===== src/rtl/cmplx_mult_seq_if.sv =====
// Bundles the upstream operand handshake, the shared-multiplier control/data
// lines and the downstream result handshake of the complex-product sequencer.
// The sequencer attaches through the slave modport; the surrounding fabric uses master.
interface cmplx_mult_seq_if;

   // upstream operand handshake
   logic                in_valid;
   logic                in_ready;
   logic signed [7:0]   a_re;
   logic signed [7:0]   a_im;
   logic signed [8:0]   w_re;
   logic signed [8:0]   w_im;

   // shared serial multiplier
   logic                mult_start;
   logic signed [7:0]   mult_in0;
   logic signed [8:0]   mult_in1;
   logic                mult_valid;
   logic signed [16:0]  mult_prod;

   // downstream result handshake
   logic                out_valid;
   logic                out_ready;
   logic signed [17:0]  y_re;
   logic signed [17:0]  y_im;

   // sticky fault flag
   logic                err;

   // sequencer side
   modport slave (
      input  in_valid, a_re, a_im, w_re, w_im,
      input  mult_valid, mult_prod,
      input  out_ready,
      output in_ready,
      output mult_start, mult_in0, mult_in1,
      output out_valid, y_re, y_im,
      output err
   );

   // butterfly buffer / multiplier / consumer side
   modport master (
      output in_valid, a_re, a_im, w_re, w_im,
      output mult_valid, mult_prod,
      output out_ready,
      input  in_ready,
      input  mult_start, mult_in0, mult_in1,
      input  out_valid, y_re, y_im,
      input  err
   );

endinterface


===== src/rtl/cmplx_mult_seq.sv =====
// Complex product y = a * w built from four passes through one shared 8x9 serial multiplier.
// Latency: out_valid rises one cycle after the 4th mult_valid, about 4*(1+18)+2 cycles after accept.
// Backpressure: in_ready only in IDLE; y held stable while out_valid & !out_ready; FAULT is left only by rst.
module cmplx_mult_seq #(
   parameter int TIMEOUT = 32,
   parameter int SETTLE  = 20
) (
   input  logic              clk,
   input  logic              rst,
   cmplx_mult_seq_if.slave   bus
);

   localparam int SW = (SETTLE  > 1) ? $clog2(SETTLE  + 1) : 1;
   localparam int TW = (TIMEOUT > 1) ? $clog2(TIMEOUT + 1) : 1;

   typedef enum logic [2:0] {
      S_SETTLE = 3'd0,
      S_IDLE   = 3'd1,
      S_ISSUE  = 3'd2,
      S_WAIT   = 3'd3,
      S_OUT    = 3'd4,
      S_FAULT  = 3'd5
   } state_t;

   state_t              r_state;
   state_t              w_state_nxt;

   logic [SW-1:0]       r_settle_cnt;
   logic [TW-1:0]       r_tmo_cnt;
   logic [1:0]          r_idx;

   // captured operands, stable for the whole four-pass job
   logic signed [7:0]   r_a_re;
   logic signed [7:0]   r_a_im;
   logic signed [8:0]   r_w_re;
   logic signed [8:0]   r_w_im;

   logic signed [17:0]  r_acc_re;
   logic signed [17:0]  r_acc_im;
   logic signed [17:0]  r_y_re;
   logic signed [17:0]  r_y_im;
   logic                r_err;

   logic                w_in_ready;
   logic                w_mult_start;
   logic                w_out_valid;
   logic signed [7:0]   w_op0;
   logic signed [8:0]   w_op1;
   logic signed [17:0]  w_prod_sx;
   logic signed [17:0]  w_acc_re_nxt;
   logic signed [17:0]  w_acc_im_nxt;
   logic                w_settle_done;
   logic                w_tmo_hit;
   logic                w_last;
   logic                w_accept;
   logic                w_prod_take;
   logic                w_tmo_fire;

   assign w_prod_sx     = {bus.mult_prod[16], bus.mult_prod};
   assign w_settle_done = (r_settle_cnt == SW'(SETTLE - 1));
   assign w_tmo_hit     = (r_tmo_cnt == TW'(TIMEOUT - 1));
   assign w_last        = (r_idx == 2'd3);
   assign w_accept      = (r_state == S_IDLE) && bus.in_valid;
   // products are only meaningful while a job is outstanding; strays elsewhere are dropped
   assign w_prod_take   = (r_state == S_WAIT) && bus.mult_valid;
   // a product arriving on the timeout cycle wins over the fault
   assign w_tmo_fire    = (r_state == S_WAIT) && !bus.mult_valid && w_tmo_hit;

   // select the operand pair for the current partial product
   always_comb begin
      w_op0 = r_a_re;
      w_op1 = r_w_re;
      case (r_idx)
         2'd0:    begin w_op0 = r_a_re; w_op1 = r_w_re; end
         2'd1:    begin w_op0 = r_a_im; w_op1 = r_w_im; end
         2'd2:    begin w_op0 = r_a_re; w_op1 = r_w_im; end
         default: begin w_op0 = r_a_im; w_op1 = r_w_re; end
      endcase
   end

   // fold the returning partial product into the real or imaginary sum
   always_comb begin
      w_acc_re_nxt = r_acc_re;
      w_acc_im_nxt = r_acc_im;
      case (r_idx)
         2'd0:    w_acc_re_nxt = r_acc_re + w_prod_sx;
         2'd1:    w_acc_re_nxt = r_acc_re - w_prod_sx;
         default: w_acc_im_nxt = r_acc_im + w_prod_sx;
      endcase
   end

   // state register
   always_ff @(posedge clk or posedge rst) begin
      if (rst) begin
         r_state <= S_SETTLE;
      end else begin
         r_state <= w_state_nxt;
      end
   end

   // next-state decode and per-state handshake outputs
   always_comb begin
      w_state_nxt  = r_state;
      w_in_ready   = 1'b0;
      w_mult_start = 1'b0;
      w_out_valid  = 1'b0;
      case (r_state)
         S_SETTLE: begin
            if (w_settle_done) begin
               w_state_nxt = S_IDLE;
            end
         end
         S_IDLE: begin
            w_in_ready = 1'b1;
            if (bus.in_valid) begin
               w_state_nxt = S_ISSUE;
            end
         end
         S_ISSUE: begin
            w_mult_start = 1'b1;
            w_state_nxt  = S_WAIT;
         end
         S_WAIT: begin
            if (bus.mult_valid) begin
               w_state_nxt = w_last ? S_OUT : S_ISSUE;
            end else if (w_tmo_hit) begin
               w_state_nxt = S_FAULT;
            end
         end
         S_OUT: begin
            w_out_valid = 1'b1;
            if (bus.out_ready) begin
               w_state_nxt = S_IDLE;
            end
         end
         S_FAULT: begin
            w_state_nxt = S_FAULT;
         end
         default: begin
            w_state_nxt = S_SETTLE;
         end
      endcase
   end

   // post-reset hold-off so a multiplier job orphaned by reset can finish unseen
   always_ff @(posedge clk or posedge rst) begin
      if (rst) begin
         r_settle_cnt <= '0;
      end else if (r_state == S_SETTLE) begin
         r_settle_cnt <= r_settle_cnt + 1'b1;
      end
   end

   // watchdog on each outstanding multiplier job
   always_ff @(posedge clk or posedge rst) begin
      if (rst) begin
         r_tmo_cnt <= '0;
      end else if (r_state == S_ISSUE) begin
         r_tmo_cnt <= '0;
      end else if ((r_state == S_WAIT) && !bus.mult_valid && !w_tmo_hit) begin
         r_tmo_cnt <= r_tmo_cnt + 1'b1;
      end
   end

   // operand capture on accept
   always_ff @(posedge clk or posedge rst) begin
      if (rst) begin
         r_a_re <= '0;
         r_a_im <= '0;
         r_w_re <= '0;
         r_w_im <= '0;
      end else if (w_accept) begin
         r_a_re <= bus.a_re;
         r_a_im <= bus.a_im;
         r_w_re <= bus.w_re;
         r_w_im <= bus.w_im;
      end
   end

   // pass index and running sums; cleared on accept, advanced per product
   always_ff @(posedge clk or posedge rst) begin
      if (rst) begin
         r_idx    <= 2'd0;
         r_acc_re <= '0;
         r_acc_im <= '0;
      end else if (w_accept) begin
         r_idx    <= 2'd0;
         r_acc_re <= '0;
         r_acc_im <= '0;
      end else if (w_prod_take) begin
         r_acc_re <= w_acc_re_nxt;
         r_acc_im <= w_acc_im_nxt;
         if (!w_last) begin
            r_idx <= r_idx + 2'd1;
         end
      end
   end

   // result register, loaded once from the final sums and held through OUT
   always_ff @(posedge clk or posedge rst) begin
      if (rst) begin
         r_y_re <= '0;
         r_y_im <= '0;
      end else if (w_prod_take && w_last) begin
         r_y_re <= w_acc_re_nxt;
         r_y_im <= w_acc_im_nxt;
      end
   end

   // sticky fault flag
   always_ff @(posedge clk or posedge rst) begin
      if (rst) begin
         r_err <= 1'b0;
      end else if (w_tmo_fire) begin
         r_err <= 1'b1;
      end
   end

   assign bus.in_ready   = w_in_ready;
   assign bus.mult_start = w_mult_start;
   assign bus.mult_in0   = w_op0;
   assign bus.mult_in1   = w_op1;
   assign bus.out_valid  = w_out_valid;
   assign bus.y_re       = r_y_re;
   assign bus.y_im       = r_y_im;
   assign bus.err        = r_err;

endmodule


===== src/flat_wrapper.sv =====
// flat-port wrapper written by rule: the top's interface ports become plain ports
module cmplx_mult_seq_flat 
#(
   parameter int TIMEOUT = 32,
   parameter int SETTLE  = 20
)
  (clk, rst, bus_in_valid, bus_a_re, bus_a_im, bus_w_re, bus_w_im, bus_mult_valid, bus_mult_prod, bus_out_ready, bus_in_ready, bus_mult_start, bus_mult_in0, bus_mult_in1, bus_out_valid, bus_y_re, bus_y_im, bus_err);
  cmplx_mult_seq_if bus_i ();
  input  logic clk;
  input  logic rst;
  input wire logic [$bits(bus_i.in_valid)-1:0] bus_in_valid;
  input wire logic [$bits(bus_i.a_re)-1:0] bus_a_re;
  input wire logic [$bits(bus_i.a_im)-1:0] bus_a_im;
  input wire logic [$bits(bus_i.w_re)-1:0] bus_w_re;
  input wire logic [$bits(bus_i.w_im)-1:0] bus_w_im;
  input wire logic [$bits(bus_i.mult_valid)-1:0] bus_mult_valid;
  input wire logic [$bits(bus_i.mult_prod)-1:0] bus_mult_prod;
  input wire logic [$bits(bus_i.out_ready)-1:0] bus_out_ready;
  output wire logic [$bits(bus_i.in_ready)-1:0] bus_in_ready;
  output wire logic [$bits(bus_i.mult_start)-1:0] bus_mult_start;
  output wire logic [$bits(bus_i.mult_in0)-1:0] bus_mult_in0;
  output wire logic [$bits(bus_i.mult_in1)-1:0] bus_mult_in1;
  output wire logic [$bits(bus_i.out_valid)-1:0] bus_out_valid;
  output wire logic [$bits(bus_i.y_re)-1:0] bus_y_re;
  output wire logic [$bits(bus_i.y_im)-1:0] bus_y_im;
  output wire logic [$bits(bus_i.err)-1:0] bus_err;
  assign bus_i.in_valid = bus_in_valid;
  assign bus_i.a_re = bus_a_re;
  assign bus_i.a_im = bus_a_im;
  assign bus_i.w_re = bus_w_re;
  assign bus_i.w_im = bus_w_im;
  assign bus_i.mult_valid = bus_mult_valid;
  assign bus_i.mult_prod = bus_mult_prod;
  assign bus_i.out_ready = bus_out_ready;
  assign bus_in_ready = bus_i.in_ready;
  assign bus_mult_start = bus_i.mult_start;
  assign bus_mult_in0 = bus_i.mult_in0;
  assign bus_mult_in1 = bus_i.mult_in1;
  assign bus_out_valid = bus_i.out_valid;
  assign bus_y_re = bus_i.y_re;
  assign bus_y_im = bus_i.y_im;
  assign bus_err = bus_i.err;
  cmplx_mult_seq #(.TIMEOUT(TIMEOUT), .SETTLE(SETTLE)) u_core (.clk(clk), .rst(rst), .bus(bus_i));
endmodule

===== config.mk =====
export PLATFORM = sky130hd
export DESIGN_NAME = cmplx_mult_seq_flat
export DESIGN_NICKNAME = d
export VERILOG_FILES = /design/src/rtl/cmplx_mult_seq_if.sv /design/src/rtl/cmplx_mult_seq.sv /design/src/flat_wrapper.sv
export SDC_FILE = /design/constraint.sdc
export NUM_CORES = 1
export LEC_CHECK = 0
export ABC_CLOCK_PERIOD_IN_PS = 5750
export CAP_MARGIN = 15
export CORE_MARGIN = 2
export CORE_UTILIZATION = 53
export CTS_CLUSTER_DIAMETER = 120
export DETAILED_ROUTE_END_ITERATION = 8
export PLACE_DENSITY = 0.9
export SYNTH_ARGS = -nofsm -noshare
export SYNTH_HDL_FRONTEND = slang
export SYNTH_SLANG_ARGS = --single-unit
export TNS_END_PERCENT = 5

===== constraint.sdc =====
create_clock -name clk -period 5.75 [get_ports clk]
set_input_delay 0.575 -clock clk [delete_from_list [all_inputs] [get_ports clk]]
set_output_delay 0.575 -clock clk [all_outputs]
set_load 0.02 [all_outputs]

# Word-level counts from Yosys, hierarchy flattened

Cells that the tools add are included.

Register bits after elaboration: 123
Input port bits: 56
Output and inout bits: 57
Logic and storage cells: 74

$add $sub $neg: 6
Equality and inequality tests: 15
Mux-type cells: 23
Reduce and logical (&&, ||, !) cells: 17

Operator list:

| cell                | count |
|---|---|
| $mux 18             | 5 |
| $add 18x17->18      | 2 |
| $pmux 18 s2         | 1 |
| $mux 3              | 6 |
| $pmux 3 s6          | 1 |
| $sub 18x17->18      | 1 |
| $mux 6              | 2 |
| $mux 9              | 1 |
| $mux 8              | 1 |
| $add 6x1->6 const B | 1 |
| $eq 3x2->1 const B  | 2 |
| $eq 3x3->1 const B  | 2 |
| $eq 6x5->1 const B  | 1 |
| $logic_and 1x1->1   | 6 |
| $mux 2              | 3 |
| $ne 2x2->1 const B  | 3 |
| $reduce_or 2->1     | 3 |
| $add 5x1->5 const B | 1 |
| $eq 5x5->1 const B  | 1 |
| $eq 2x2->1 const B  | 2 |
| $reduce_and 4->1    | 1 |
| $reduce_bool 2->1   | 2 |
| $eq 3x1->1 const B  | 1 |
| $logic_not 3->1     | 1 |
| other kinds (8)     | 11 |

# Depth between registers and ports, before layout

Depth in word-level cells: 5
Gate-level depth with buffers: 15
Depth with buffers taken out: 15

# Worst setup path before layout

OpenSTA, ideal clock, no wires.

Path type: input -> register
Start: input port bus_mult_prod[5]
End: register u_core.r_acc_re[17]
Arrival time: 3.362 ns
Required time: 5.663 ns
Slack: 2.301 ns
Cell stages on the path: 13
Buffers on the path: 0
Cells stage by stage: nor3_1 > nor2b_1 > and3_1 > nor2_1 > xnor2_1 > ha_1 > a41oi_1 > o21ai_1 > a21o_1 > a21o_1 > or3_1 > a211o_1 > o211ai_1

Word-level cells in the longest chain between the ends: 4
Elaborated cells between the ends (all ways): 5

Ends and longest elaborated chain:

| element                                                 | RTL line                                   | source |
|---|---|---|
| start: declaration                                      | flat_wrapper.sv:17                         | `input wire logic [$bits(bus_i.mult_prod)-1:0] bus_mult_prod;` |
| $sub 18x17->18 / $add 18x17->18 (equally long branches) | cmplx_mult_seq.sv:87, cmplx_mult_seq.sv:86 |  |
| $pmux 18 s2 (*)                                         | cmplx_mult_seq.sv:85                       | `case (r_idx)` |
| $mux 18 (*)                                             | cmplx_mult_seq.sv:190                      | `end else if (w_prod_take) begin` |
| $mux 18 (*)                                             | cmplx_mult_seq.sv:186                      | `end else if (w_accept) begin` |
| end signal: assignment                                  | cmplx_mult_seq.sv:191                      | `r_acc_re <= w_acc_re_nxt;` |
| end: declaration                                        | cmplx_mult_seq.sv:38                       | `logic signed [17:0] r_acc_re;` |

Mark *: on every way between the ends. The rest lies on a longest branch, timed or not. The select of a mux whose other input is x is not followed.
A chain may end at the register's enable or synchronous reset.

# Worst setup path after layout

Start: input port bus_mult_prod[4]
End: register u_core.r_acc_re[17]

The elaborated chain is that of the path after synthesis.

==> results.toml <==
[clocking]
cts_tree = "built"
clkSinkCount = 123
cts_setup_buffers = 0
hold_buffers = 0
ctsResizeCount = 0
path_clk_slew_ps = 60
ctsHtreeMaxLevel = 4
cts-root-buf = "clkbuf_16"
clk_latency_ps = 430
cts.path.max_buffers = 2
tritoncts.num_buffers = 17

[sta]
tightest_slew_ps = 1049
slew_viol_final = 0
finalCritPeriodShare = 0.7045
setup_tns_ps = 0
clock_skew_ps = 6.757
hold_viol = 0
rsz0062_at_grt = "false"
period_minus_slack_ps = 4051
timing.fmax_mhz = 246.9
maxSlewHeadroom = 0.2981
finalSetupViolCount = 0

[floorplanning]
core-area_um2 = 13770
top_level_ports = 113
fp.dieH_um = 122.2
rows = 43
die_area_um2 = 14940
die_width_um = 122.2
initial_utilization = 0.5380

[logic_synthesis]
ys_top_cells_by_count = "dfrtp_1, nand2_1, nor2_1"
synth-main-ff-cell = "dfrtp_1"
synth_fp_nets = 871
synthCells = 772
ys_warn_count = 0
yosysSeqAreaShare = 0.4154
synth.area.top_cells = "dfrtp_1, mux2_2, ha_1"
synth.most_common_cell = "dfrtp_1"
ys_ff_latch = 123
synth_top_cell_by_area = "dfrtp_1"
synth-async-reset-ratio = 1.000
synth_top_cell_area_share = 0.4154
synth.avg_cell_area_um2 = 9.598
synth_edf_count = 0
ys_types = 59
netlist_area_um2 = 7410

[route]
avgRoutedWirePerCell_um = 18.29
route.detailed.drc = 0
totalWireLength_um = 19390
postRouteAntennaNets = 0
num_vias = 6433
drt_iter0_drc = 451
drt-pass1-iter-count = 6
viasPerCell = 6.069

[power_and_ir_drop]
ir_drop_uv = 392.1
p_leak_nw = 4.080
power-per-cell-area_nw_per_um2 = 621.9

[critical_path]
arrival_ps = 4400
worst_setup_path_start_kind = "input pin"
r2r_slack_ps = 2060
r2r_end = "u_core.r_acc_re[12]$_DFFE_PP0P_"
rr_startpoint = "u_core.r_idx[1]$_DFFE_PP0P_"
ff2ff_path_depth = 12
crit_end = "u_core.r_acc_re[17]$_DFFE_PP0P_"
worstSetupStartpoint = "bus_mult_prod[4]"
cp-end-kind = "register"
critical_path_class = "in2reg"
cp_max_fo = 7
worstPathRequired_ps = 6100

[layout]
multiInputGateArea_um2 = 4110
fin_area_um2 = 9263
diodes = 0
seqCellArea_um2 = 3078
layout-drive-gt1-share = 0.1227
fin_nets = 966
num-fill-cells = 1074
area_delta_synth_final_pct = 25.01

[placed_design]
port_buffers = 112
placed_area_um2 = 8623
place.gp.congestion = 0.9061
dp_hpwl_um = 12930

[grt]
antenna_found_initial = 0
grt_pass1_vias = 6419
grt_pass1_wl_um = 31770
grt-ovfl-total = 0
track_usage = 0.2746
grt_max_degree = 74

[flow_run]
max_cap_viol_count = 0

[min_path]
holdCritPathClass = "reg2reg"

[outcome]
status = "complete, no violations"
state kept, by name, indices dropped and copies added (netlist names):
signal	cells
u_core.r_w_re	9
u_core.bus.err	1
u_core.r_a_re	8
u_core.r_tmo_cnt	6
u_core.r_settle_cnt	5
u_core.r_w_im	9
u_core.r_acc_re	18
u_core.r_state	3
u_core.r_a_im	8
u_core.bus.y_im	18
u_core.r_acc_im	18
u_core.bus.y_re	18
u_core.r_idx	2
worst min path at each step:
stage                                  startpoint                            endpoint  slack [ps]  depth (start not counted)
5_1_grt        u_core.r_settle_cnt[4]$_DFFE_PP0N_  u_core.r_settle_cnt[4]$_DFFE_PP0N_         520                          1
3_5_place_dp   u_core.r_settle_cnt[4]$_DFFE_PP0N_  u_core.r_settle_cnt[4]$_DFFE_PP0N_         470                          1
2_1_floorplan  u_core.r_settle_cnt[4]$_DFFE_PP0N_  u_core.r_settle_cnt[4]$_DFFE_PP0N_         450                          1
3_3_place_gp           u_core.bus.err$_DFFE_PP0P_          u_core.bus.err$_DFFE_PP0P_         440                          1
4_1_cts           u_core.bus.y_im[13]$_DFFE_PP0P_     u_core.bus.y_im[13]$_DFFE_PP0P_         480                          2
6_report          u_core.bus.y_im[13]$_DFFE_PP0P_     u_core.bus.y_im[13]$_DFFE_PP0P_         480                          2
through the flow:
stage | setup slack (ps) | power [mW] | instances | utilization | hold WS [ps]
floorplan | 1904 | 3.580 | 772 | - | 445.4
global placement | 1455 | 4.440 | 1028 | 0.6261 | 441.2
detailed placement | 1307 | 4.545 | 1028 | 0.6261 | 465.0
CTS | 1771 | 5.764 | 1060 | 0.6725 | 479.3
global route | 1453 | 6.143 | 1060 | 0.6725 | 515.0
finish | 1699 | 5.761 | 1060 | 0.6725 | 475.1
placed cells by master, fill, tap and decap left out, types with 19 or more instances in the layout:
cell / n
dfrtp_1: 123
ha_1: 41
nand4_1: 19
nand2_1: 83
nand3_1: 23
nor2_1: 58
a21oi_1: 53
clkdlybuf4s50_1: 112
xnor2_1: 35
o21ai_0: 37
mux2_2: 52
xor2_1: 20
a31oi_1: 21
per-layer routing:
metal,wire length [um],global-route usage
met3,1763,0.09758
met5,0,0
met4,300,0.08405
met1,7992,0.3433
met2,9336,0.4476
critical path, stage by stage:
cell and delay [ps]:
clkdlybuf4s50_1 500, nor3_1 560, nor2b_1 340, and3_1 270, nor2_1 70, xnor2_1 160, ha_1 370, a41oi_1 230
o21ai_1 100, a21o_1 230, a21o_1 190, or3_1 400, a211o_1 310, o211ai_1 90
layout make-up:
type / instances / area share
clock buffer: 17 / 0.04593
clock inverter: 15 / 0.02310
inverter: 17 / 0.007159
multi-input combinational: 593 / 0.4437
sequential: 123 / 0.3323
tap: 180 / 0.02431
timing repair buffer: 115 / 0.1235
power breakdown:
group          switching, mW  leakage, nW  internal (mW)
sequential             0.274         1.56           1.23
clock                  0.436        0.305          0.732
combinational           1.70         2.21           1.39
total                   2.41         4.08           3.35
cells by family (layout without fill, tap and decap cells):
group,after synthesis,in the layout,share of synthesized area
adders and majority gates,43,43,0.07464
AOI/OAI and AO/OA,192,192,0.1675
DFF,123,123,0.4154
buffers and inverters,56,164,0.03141
xor gates and xnor gates,55,55,0.06501
muxes,57,57,0.08578
and+or+nand+nor,246,246,0.1603
(Power assumes the default switching activity.)
